<file path="src/rtl/alu_pkg.sv">
// alu_pkg -- shared definitions for the sequential ALU.
// Holds the opcode encodings and the controller state encodings so the
// controller and any future users agree on one set of values.
package alu_pkg;

  // Operation encodings carried on the 4-bit opcode port; all others illegal.
  typedef enum logic [3:0] {
    OP_BEQ = 4'd2,
    OP_BLT = 4'd3,
    OP_ADD = 4'd4,
    OP_SUB = 4'd5,
    OP_AND = 4'd6,
    OP_OR  = 4'd7,
    OP_MUL = 4'd8,
    OP_SLL = 4'd9,
    OP_SRL = 4'd10
  } opcode_e;

  // Controller states.
  typedef enum logic [1:0] {
    ST_IDLE = 2'd0,
    ST_EXEC = 2'd1,
    ST_MULT = 2'd2,
    ST_DONE = 2'd3
  } state_e;

  // True when the opcode is routed to the multi-cycle multiplier.
  function automatic logic is_mul(input logic [3:0] op);
    return (op == OP_MUL);
  endfunction

endpackage

</file>
<file path="src/rtl/seq_multiplier.sv">
// seq_multiplier -- shift-add multiplier datapath, one multiplier bit per step.
// Ports:
//   clk, reset      : clock, synchronous active-high reset (clears all state)
//   load            : capture operands and clear the accumulator
//   step            : consume one multiplier bit
//   a, b            : multiplicand / multiplier (sampled on load)
//   product         : accumulator including the partial product of the bit
//                     currently being consumed; after the last step is
//                     applied this is the low WIDTH bits of a*b
module seq_multiplier #(
  parameter int WIDTH = 32
) (
  input  logic             clk,
  input  logic             reset,
  input  logic             load,
  input  logic             step,
  input  logic [WIDTH-1:0] a,
  input  logic [WIDTH-1:0] b,
  output logic [WIDTH-1:0] product
);

  logic [WIDTH-1:0] acc_q, acc_d;
  logic [WIDTH-1:0] mcand_q, mcand_d;
  logic [WIDTH-1:0] mplier_q, mplier_d;
  logic [WIDTH-1:0] partial_s;

  // Next-state for the accumulator and the two shifting operand registers.
  always_comb begin
    acc_d     = acc_q;
    mcand_d   = mcand_q;
    mplier_d  = mplier_q;
    // Bits shifted past the top of the multiplicand only affect the
    // discarded upper half of the product, so truncation is safe.
    partial_s = mplier_q[0] ? mcand_q : {WIDTH{1'b0}};
    product   = acc_q + partial_s;
    if (load) begin
      acc_d    = {WIDTH{1'b0}};
      mcand_d  = a;
      mplier_d = b;
    end else if (step) begin
      acc_d    = product;
      mcand_d  = mcand_q << 1'b1;
      mplier_d = mplier_q >> 1'b1;
    end else begin
      acc_d    = acc_q;
    end
  end

  // Datapath registers with synchronous clear.
  always_ff @(posedge clk) begin
    if (reset) begin
      acc_q    <= {WIDTH{1'b0}};
      mcand_q  <= {WIDTH{1'b0}};
      mplier_q <= {WIDTH{1'b0}};
    end else begin
      acc_q    <= acc_d;
      mcand_q  <= mcand_d;
      mplier_q <= mplier_d;
    end
  end

endmodule

</file>
<file path="src/rtl/seq_alu.sv">
// seq_alu -- sequential ALU with a single-cycle execute path and a
// WIDTH-cycle shift-add multiply path.
// Ports:
//   clk, reset      : clock, synchronous active-high reset
//   start           : request, only accepted in IDLE
//   opcode          : operation select (see alu_pkg::opcode_e)
//   inputA, inputB  : operands; shifts use inputB[$clog2(WIDTH)-1:0]
//   busy            : operation in flight (EXEC or MULT)
//   done            : one-cycle pulse when result/flags are valid
//   result          : arithmetic/logic result
//   updatePC        : branch taken flag (BEQ/BLT only)
//   zero            : result == 0
//   illegal         : unsupported opcode, valid with done
// All outputs come straight from flops.
module seq_alu
  import alu_pkg::*;
#(
  parameter int WIDTH      = 32,
  parameter bit SIGNED_CMP = 1'b1
) (
  input  logic             clk,
  input  logic             reset,
  input  logic             start,
  input  logic [3:0]       opcode,
  input  logic [WIDTH-1:0] inputA,
  input  logic [WIDTH-1:0] inputB,
  output logic             busy,
  output logic             done,
  output logic [WIDTH-1:0] result,
  output logic             updatePC,
  output logic             zero,
  output logic             illegal
);

  localparam int SH_W  = $clog2(WIDTH);
  localparam int CNT_W = $clog2(WIDTH);

  state_e           state_q, state_d;
  logic [3:0]       op_q, op_d;
  logic [WIDTH-1:0] a_q, a_d;
  logic [WIDTH-1:0] b_q, b_d;
  logic [CNT_W-1:0] cnt_q, cnt_d;
  logic [WIDTH-1:0] result_q, result_d;
  logic             update_pc_q, update_pc_d;
  logic             zero_q, zero_d;
  logic             illegal_q, illegal_d;
  logic             busy_q, busy_d;
  logic             done_q, done_d;

  logic             mul_load_s;
  logic             mul_step_s;
  logic [WIDTH-1:0] mul_product_s;
  logic [WIDTH+1:0] exec_s;

  // Single-cycle operations; packs {branch_taken, illegal, result}.
  // MUL never reaches here because the controller routes it to MULT.
  function automatic logic [WIDTH+1:0] exec_op(input logic [3:0]       op,
                                               input logic [WIDTH-1:0] a,
                                               input logic [WIDTH-1:0] b);
    logic [WIDTH-1:0] r;
    logic             br;
    logic             ill;
    r   = {WIDTH{1'b0}};
    br  = 1'b0;
    ill = 1'b0;
    case (op)
      OP_BEQ:  br = (a == b);
      OP_BLT:  br = SIGNED_CMP ? ($signed(a) < $signed(b)) : (a < b);
      OP_ADD:  r  = a + b;
      OP_SUB:  r  = a - b;
      OP_AND:  r  = a & b;
      OP_OR:   r  = a | b;
      OP_SLL:  r  = a << b[SH_W-1:0];
      OP_SRL:  r  = a >> b[SH_W-1:0];
      default: ill = 1'b1;
    endcase
    return {br, ill, r};
  endfunction

  seq_multiplier #(.WIDTH(WIDTH)) u_mult (
    .clk     (clk),
    .reset   (reset),
    .load    (mul_load_s),
    .step    (mul_step_s),
    .a       (inputA),
    .b       (inputB),
    .product (mul_product_s)
  );

  // Controller next-state and next values of every registered output.
  always_comb begin
    state_d     = state_q;
    op_d        = op_q;
    a_d         = a_q;
    b_d         = b_q;
    cnt_d       = cnt_q;
    result_d    = result_q;
    update_pc_d = update_pc_q;
    zero_d      = zero_q;
    illegal_d   = illegal_q;
    mul_load_s  = 1'b0;
    mul_step_s  = 1'b0;
    exec_s      = exec_op(op_q, a_q, b_q);
    case (state_q)
      ST_IDLE: begin
        if (start) begin
          op_d  = opcode;
          a_d   = inputA;
          b_d   = inputB;
          cnt_d = {CNT_W{1'b0}};
          if (is_mul(opcode)) begin
            // Multiplier captures the operands directly off the ports.
            mul_load_s = 1'b1;
            state_d    = ST_MULT;
          end else begin
            state_d    = ST_EXEC;
          end
        end else begin
          state_d = ST_IDLE;
        end
      end
      ST_EXEC: begin
        update_pc_d = exec_s[WIDTH+1];
        illegal_d   = exec_s[WIDTH];
        result_d    = exec_s[WIDTH-1:0];
        zero_d      = (exec_s[WIDTH-1:0] == {WIDTH{1'b0}});
        state_d     = ST_DONE;
      end
      ST_MULT: begin
        mul_step_s = 1'b1;
        if (cnt_q == CNT_W'(WIDTH - 1)) begin
          // Final step: the product port already includes this bit.
          result_d    = mul_product_s;
          zero_d      = (mul_product_s == {WIDTH{1'b0}});
          update_pc_d = 1'b0;
          illegal_d   = 1'b0;
          state_d     = ST_DONE;
        end else begin
          cnt_d   = cnt_q + CNT_W'(1);
          state_d = ST_MULT;
        end
      end
      ST_DONE: begin
        state_d = ST_IDLE;
      end
      default: begin
        state_d = ST_IDLE;
      end
    endcase
    done_d = (state_d == ST_DONE);
    busy_d = (state_d == ST_EXEC) || (state_d == ST_MULT);
  end

  // State, captured operands and output registers; reset wins over start.
  always_ff @(posedge clk) begin
    if (reset) begin
      state_q     <= ST_IDLE;
      op_q        <= 4'd0;
      a_q         <= {WIDTH{1'b0}};
      b_q         <= {WIDTH{1'b0}};
      cnt_q       <= {CNT_W{1'b0}};
      result_q    <= {WIDTH{1'b0}};
      update_pc_q <= 1'b0;
      zero_q      <= 1'b0;
      illegal_q   <= 1'b0;
      busy_q      <= 1'b0;
      done_q      <= 1'b0;
    end else begin
      state_q     <= state_d;
      op_q        <= op_d;
      a_q         <= a_d;
      b_q         <= b_d;
      cnt_q       <= cnt_d;
      result_q    <= result_d;
      update_pc_q <= update_pc_d;
      zero_q      <= zero_d;
      illegal_q   <= illegal_d;
      busy_q      <= busy_d;
      done_q      <= done_d;
    end
  end

  assign busy     = busy_q;
  assign done     = done_q;
  assign result   = result_q;
  assign updatePC = update_pc_q;
  assign zero     = zero_q;
  assign illegal  = illegal_q;

endmodule

</file>
<file path="config.mk">
export PLATFORM = sky130hd
export DESIGN_NAME = seq_alu
export DESIGN_NICKNAME = d
export VERILOG_FILES = /design/src/rtl/alu_pkg.sv /design/src/rtl/seq_multiplier.sv /design/src/rtl/seq_alu.sv
export SDC_FILE = /design/constraint.sdc
export NUM_CORES = 1
export LEC_CHECK = 0
export CORE_MARGIN = 2
export CORE_UTILIZATION = 40
export CTS_BUF_LIST = sky130_fd_sc_hd__clkbuf_8
export DETAILED_ROUTE_END_ITERATION = 8
export PLACE_DENSITY = 0.57
export SYNTH_ARGS = -nofsm -noshare
export SYNTH_HDL_FRONTEND = slang
export SYNTH_SLANG_ARGS = --single-unit
</file>
<file path="constraint.sdc">
create_clock -name clk -period 4.2 [get_ports clk]
set_input_delay 0.84 -clock clk [delete_from_list [all_inputs] [get_ports clk]]
set_output_delay 0.84 -clock clk [all_outputs]
set_load 0.05 [all_outputs]
</file>
=== Word level (Yosys, flattened, before mapping) ===
Index checks and enable logic that the tools add are counted.

* Input bits: 71
* Logic and storage cells: 81
* Register bits: 208
* Output and inout bits: 37

* Bitwise gates (word level): 2
* Add/sub/neg operators: 4
* $lt $le $gt $ge: 1
* Muxes and demuxes: 26
* Reductions and logical operators: 12
* Shift operators: 2
* Eq/ne operators: 20

{| class="wikitable"
|+ Operators with widths
! cell !! number
|-
| $mux 32 || 6
|-
| $pmux 32 s6 || 1
|-
| $add 32x32->32 || 2
|-
| $logic_not 32->1 || 2
|-
| $pmux 32 s2 || 1
|-
| $and 32x32->32 || 1
|-
| $eq 32x32->1 || 1
|-
| $lt 32x32->1 || 1
|-
| $or 32x32->32 || 1
|-
| $shl 32x5->32 || 1
|-
| $shr 32x5->32 || 1
|-
| $sub 32x32->32 || 1
|-
| $eq 4x3->1 const B || 4
|-
| $eq 4x4->1 const B || 3
|-
| $mux 5 || 2
|-
| $pmux 5 s2 || 1
|-
| $eq 2x2->1 const B || 4
|-
| $eq 4x2->1 const B || 2
|-
| $mux 1 || 8
|-
| $pmux 1 s2 || 4
|-
| $pmux 2 s4 || 1
|-
| $reduce_or 8->1 || 1
|-
| $ne 2x2->1 const B || 3
|-
| $reduce_bool 2->1 || 3
|-
| other kinds (9) || 12
|}

=== Logic depth before layout (Yosys ltp) ===
* Word-level depth: 6
* Mapped depth: 18
* Gate-level depth less buffers: 16

=== Hierarchy ===
Synthesis repeated with hierarchy kept, for this count alone.

* Cell total of the unflattened synthesis: 2,581
* Area total of the unflattened synthesis: 19,316.0 µm²

{| class="wikitable"
|+ By module, submodules not included
! module !! seq. area each (µm²) !! instances !! cells an instance !! area each (µm²)
|-
| seq_alu || 2,242.2 || 1 || 1,866 || 13,540.5
|-
| seq_multiplier || 1,921.8 || 1 || 715 || 5,775.5
|}

=== Worst setup path after synthesis ===
Ideal clock, no wire load.

* Path kind: reg-to-reg
* Start point: register b_q[3]
* End point: register zero_q, in the netlist zero
* Data arrival time: 3.938 ns
* Cell stages (with the launch flop): 19
* Data required time: 4.138 ns
* Slack: 0.200 ns
* Period minus slack after synthesis: 4.000 ns
* Buffers on the path: 4
* Setup time: 0.062 ns
* Cells stage by stage: dfxtp_1 > clkbuf_1 > clkinv_1 > buf_2 > buf_1 > ha_1 > buf_2 > nor2_1 > o311ai_4 > a311oi_1 > a2111oi_2 > o31ai_1 > a2111oi_2 > o311ai_1 > o21ai_2 > xnor2_1 > a2111oi_0 > nand4_1 > nand3_1

* Cells in the longest elaborated chain, start to end: 4
* Elaborated cells on any way between the ends: 9
* Classes of those cells: 2 x add/sub; 2 x shift; 2 x mux; 2 x bitwise; 1 x reduce/logical

{| class="wikitable"
|+ RTL lines
! element !! RTL line !! source
|-
| start: declaration || seq_alu.sv:41 || <nowiki>logic [WIDTH-1:0] b_q, b_d;</nowiki>
|-
| start signal: assignment || seq_alu.sv:160 || <nowiki>b_q <= {WIDTH{1'b0}};</nowiki>
|-
| $sub 32x32->32, or another cell as far along || seq_alu.sv:70 || <nowiki>OP_SUB: r = a - b;</nowiki>
|-
| $pmux 32 s6 * || seq_alu.sv:66 || <nowiki>case (op)</nowiki>
|-
| $logic_not 32->1 * || seq_alu.sv:126 || <nowiki>zero_d = (exec_s[WIDTH-1:0] == {WIDTH{1'b0}});</nowiki>
|-
| $pmux 1 s2 * || seq_alu.sv:104 || <nowiki>case (state_q)</nowiki>
|-
| end signal: assignment || seq_alu.sv:176 || <nowiki>zero_q <= zero_d;</nowiki>
|-
| end: declaration || seq_alu.sv:45 || <nowiki>logic zero_q, zero_d;</nowiki>
|}

Mark *: on every way between the ends. The rest lies on a longest branch, timed or not.
A chain may end at the register's enable or synchronous reset.

=== Worst setup path in the final report ===
* Start point: register b_q[1]
* End point: register zero_q, in the netlist zero

Same word-level chain as after synthesis.

==> qor.txt <==
Total GRT Usage -> 35.8%
First-pass GRT wire length -> 132 mm
Maxcap violations -> 0
DP Worst Slack -> -0.258 ns
P_leak -> 0.00905 µW
Post-synthesis sequential area ratio -> 22.0%
Fraction of registers with async set/reset -> 0%
FF-to-FF End -> zero$_SDFFE_PP0P_
Clock-pin slew on the worst setup and hold paths -> 0.07 ns
1st-iter DRT viols -> 2296
Syn Area/Cell -> 7.44 µm²
Mapped Nets -> 2762
Antenna viol nets, final -> 0
Die extent in x -> 222 µm
Fin util -> 49.2%
Reg power frac -> 31.1%
Rel. slew slack -> 26.8%
FF-to-FF Start -> b_q[1]$_SDFFE_PP0P_
Htree depth -> 2
Commonest non-fill, non-tap cell in the layout -> nand2_1
IR drop worst, VDD -> 0.267 mV
Core region area -> 46700 µm²
Final hold vios -> 0
Flops & latches, synth -> 208
WL/cell -> 26.8 µm
Initial Util -> 40.6%
Rows -> 79
Cell Area, Synth -> 18900 µm²
Final worst path period share -> 96.4%
CP top delay family -> simple AND/OR/NAND/NOR gates
Nets -> 2971
CP max stage delay -> 0.57 ns
Status -> finished clean
Hold Path Origin -> result[23]$_SDFFE_PP0P_
Min Tclk post-route -> 4.05 ns
Routability cong. -> 1.03
Worst-path cell chain -> buf_12 > mux2i_1 > mux2i_1 > a221oi_1 > o22ai_1 > a211o_1 > nor4_2 > nand4_1 > nor4_1 > nor4b_2 > nand4_1 > nand3_1
Clock Root Buffer -> clkbuf_8
Critical Path AT -> 4.59 ns
Cell Area, Placed -> 21900 µm²
Hold Path Depth -> 2
Remaining DRCs -> 0
Clk buf depth -> 3
Fillers -> 4754
Die height -> 222 µm
Clk_lat worst skew -> 0.62 ns
Critical path's slowest cell -> a221oi_1
Net Sw Frac -> 37.5%
GRT overflow -> 0
Worst Path Buf+Inv -> 1
Largest area contributor in the netlist -> dfxtp_1
FF-to-FF path depth -> 12
Critical path endpoint category -> flop
Synth unique cells -> 93
Max Freq -> 0.247 GHz
Yosys top cell area share -> 22.0%
Ratio of cells with drive above 1 in the final layout -> 14.7%
Die area -> 49100 µm²
First-pass detailed-route iteration total -> 6
# setup viols final -> 0
Fin cells -> 3394
N_diodes -> 0
DR vias -> 20800
Switching power total -> 2570 µW
CTS tree -> built
Hold Buf Count CTS -> 0
CP Max Fanout -> 90
Worst path required time -> 4.74 ns
Top_reg_cell synth -> dfxtp_1
Combinational share of power -> 33.9%
Worst hold path class -> flop to flop
Min-Delay Endpoint -> result[23]$_SDFFE_PP0P_
Setup tns final -> 0 ns
Sink Count -> 208
Largest net degree at the start of global routing -> 132
R2R Setup Slk -> 0.15 ns
Power Dens Cells -> 298 nW/µm²
Port bufs -> 107
Final HPWL DP -> 72.3 mm
Worst slew pin tran -> 1.10 ns
CP Launch Type -> flop
Num CTS Buffers -> 42
Most frequent cells in the layout -> nand2_1, nor2_1, a21oi_1
Final WS setup -> 0.152 ns
Placed Instances -> 3316
Synthesized netlist cell count -> 2545
Skew final -> 0.0397 ns
RSZ-0062 raised after global routing -> false
Top-level I/O count -> 108
Internal -> 4280 µW
Number of max-slew violations in the final report -> 0
Design area -> 23000 µm²
DR vias/cell -> 6.14
Clk pwr share -> 35.0%
Crit Path Class -> flop to flop
Post-synth EDFFs -> 0
Antenna violations before repair -> 3
Vias in the first global route -> 19600
Yosys warning total -> 0
Dominant cells by area after synthesis -> dfxtp_1, ha_1, mux2i_1
Area Growth Syn to Fin -> 21.3%
WL final -> 90.9 mm
through the flow:
stage,hold WS (ns),total power [µW]
floorplan,0.450,3390
global placement,0.441,4400
finish,0.448,6850
CTS,0.451,6810
detailed placement,0.445,4390
global route,0.481,7080
layer usage:
layer | track usage, % | part of all wire, % | up-vias
met3 | 6.76 | 7.8 | 173
li1 | - | - | 9624
met1 | 49.3 | 44 | 10100
met2 | 55.8 | 44 | 944
met4 | 12.4 | 3.7 | 4
met5 | 0 | 0.035 | -
state kept, by name, indices dropped and copies added, names as in the netlist:
register         cells
updatePC             1
op_q                 4
u_mult.mcand_q      32
u_mult.acc_q        32
a_q                 32
done                 1
result              32
state_q              2
b_q                 32
zero                 1
u_mult.mplier_q     32
illegal              1
busy                 1
cnt_q                5
power groups by stage:
stage / logic [µW] / clock network (µW) / registers [µW]
after floorplan: 1190 / 0 / 2200
after global placement: 2230 / 0 / 2160
after detailed placement: 2220 / 0 / 2170
after CTS: 2240 / 2440 / 2120
after global routing: 2440 / 2510 / 2130
final: 2320 / 2400 / 2130
synthesized netlist by cell type (all sizes together), types with 5 or more instances:
library cell    n
xnor2          34
or3            13
nor4           17
a2111oi        13
mux2i         137
o31ai          23
nand2b         24
o21bai         11
a32oi           5
a21o           25
nor3           26
a21boi          5
buf            64
a311oi          5
dfxtp         208
nand3          50
nand4          20
o21a           14
nor2          284
a22oi          10
ha            143
and2           52
nor2b          19
mux4           25
a21oi         260
a211oi        101
clkbuf        123
o311ai          6
nand2         332
a221oi         18
o211ai         42
a211o          17
o221ai         14
o21ai         117
inv           109
mux2           28
xor2           18
o32ai           7
o22ai          19
and3           13
a31oi          22
area by class of cell:
type	instances	area [µm²]	area share, %
Clock buffer	55	757	3.30
Clock inverter	22	204	0.888
Inverter	113	424	1.85
Multi-Input combinational cell	2037	13700	59.4
Sequential cell	208	4180	18.2
Tap cell	607	759	3.31
Timing Repair Buffer	352	3000	13.1
how the worst max path moves through the flow:
| stage | from | end | depth (start not counted) |
|---|---|---|---|
| global placement | b_q[4]$_SDFFE_PP0P_ | zero$_SDFFE_PP0P_ | 17 |
| global route | b_q[1]$_SDFFE_PP0P_ | zero$_SDFFE_PP0P_ | 14 |
| finish | b_q[1]$_SDFFE_PP0P_ | zero$_SDFFE_PP0P_ | 12 |
| floorplan | b_q[3]$_SDFFE_PP0P_ | zero$_SDFFE_PP0P_ | 18 |
| detailed placement | a_q[1]$_SDFFE_PP0P_ | zero$_SDFFE_PP0P_ | 17 |
| CTS | a_q[1]$_SDFFE_PP0P_ | zero$_SDFFE_PP0P_ | 17 |
cells by family after synthesis:
kind of cell | count (synthesis) | synth area share, %
simple gates | 875 | 20.6
compound gates | 774 | 26.8
xor+xnor | 52 | 2.41
flops | 208 | 22.0
buf+inv | 300 | 6.51
fa+ha+maj | 146 | 9.77
mux | 190 | 11.9
worst register-to-register path, cell delays in order, from the launching register on:
cell	delay, ns
dfxtp_4	0.36
buf_12	0.37
mux2i_1	0.48
mux2i_1	0.19
a221oi_1	0.57
o22ai_1	0.27
a211o_1	0.37
nor4_2	0.40
nand4_1	0.19
nor4_1	0.29
nor4b_2	0.27
nand4_1	0.13
nand3_1	0.08
what timing repair did:
| action | 4_1_cts | 5_1_grt |
|---|---|---|
| pin swaps | 1 | 1 |
| setup buffers | 0 | 1 |
| setup endpoints to repair | 1 | 2 |
| endpoints found under the hold margin | 0 | 0 |
| resized for setup | 3 | 8 |
Note: power is estimated with default switching activity, not from simulation.
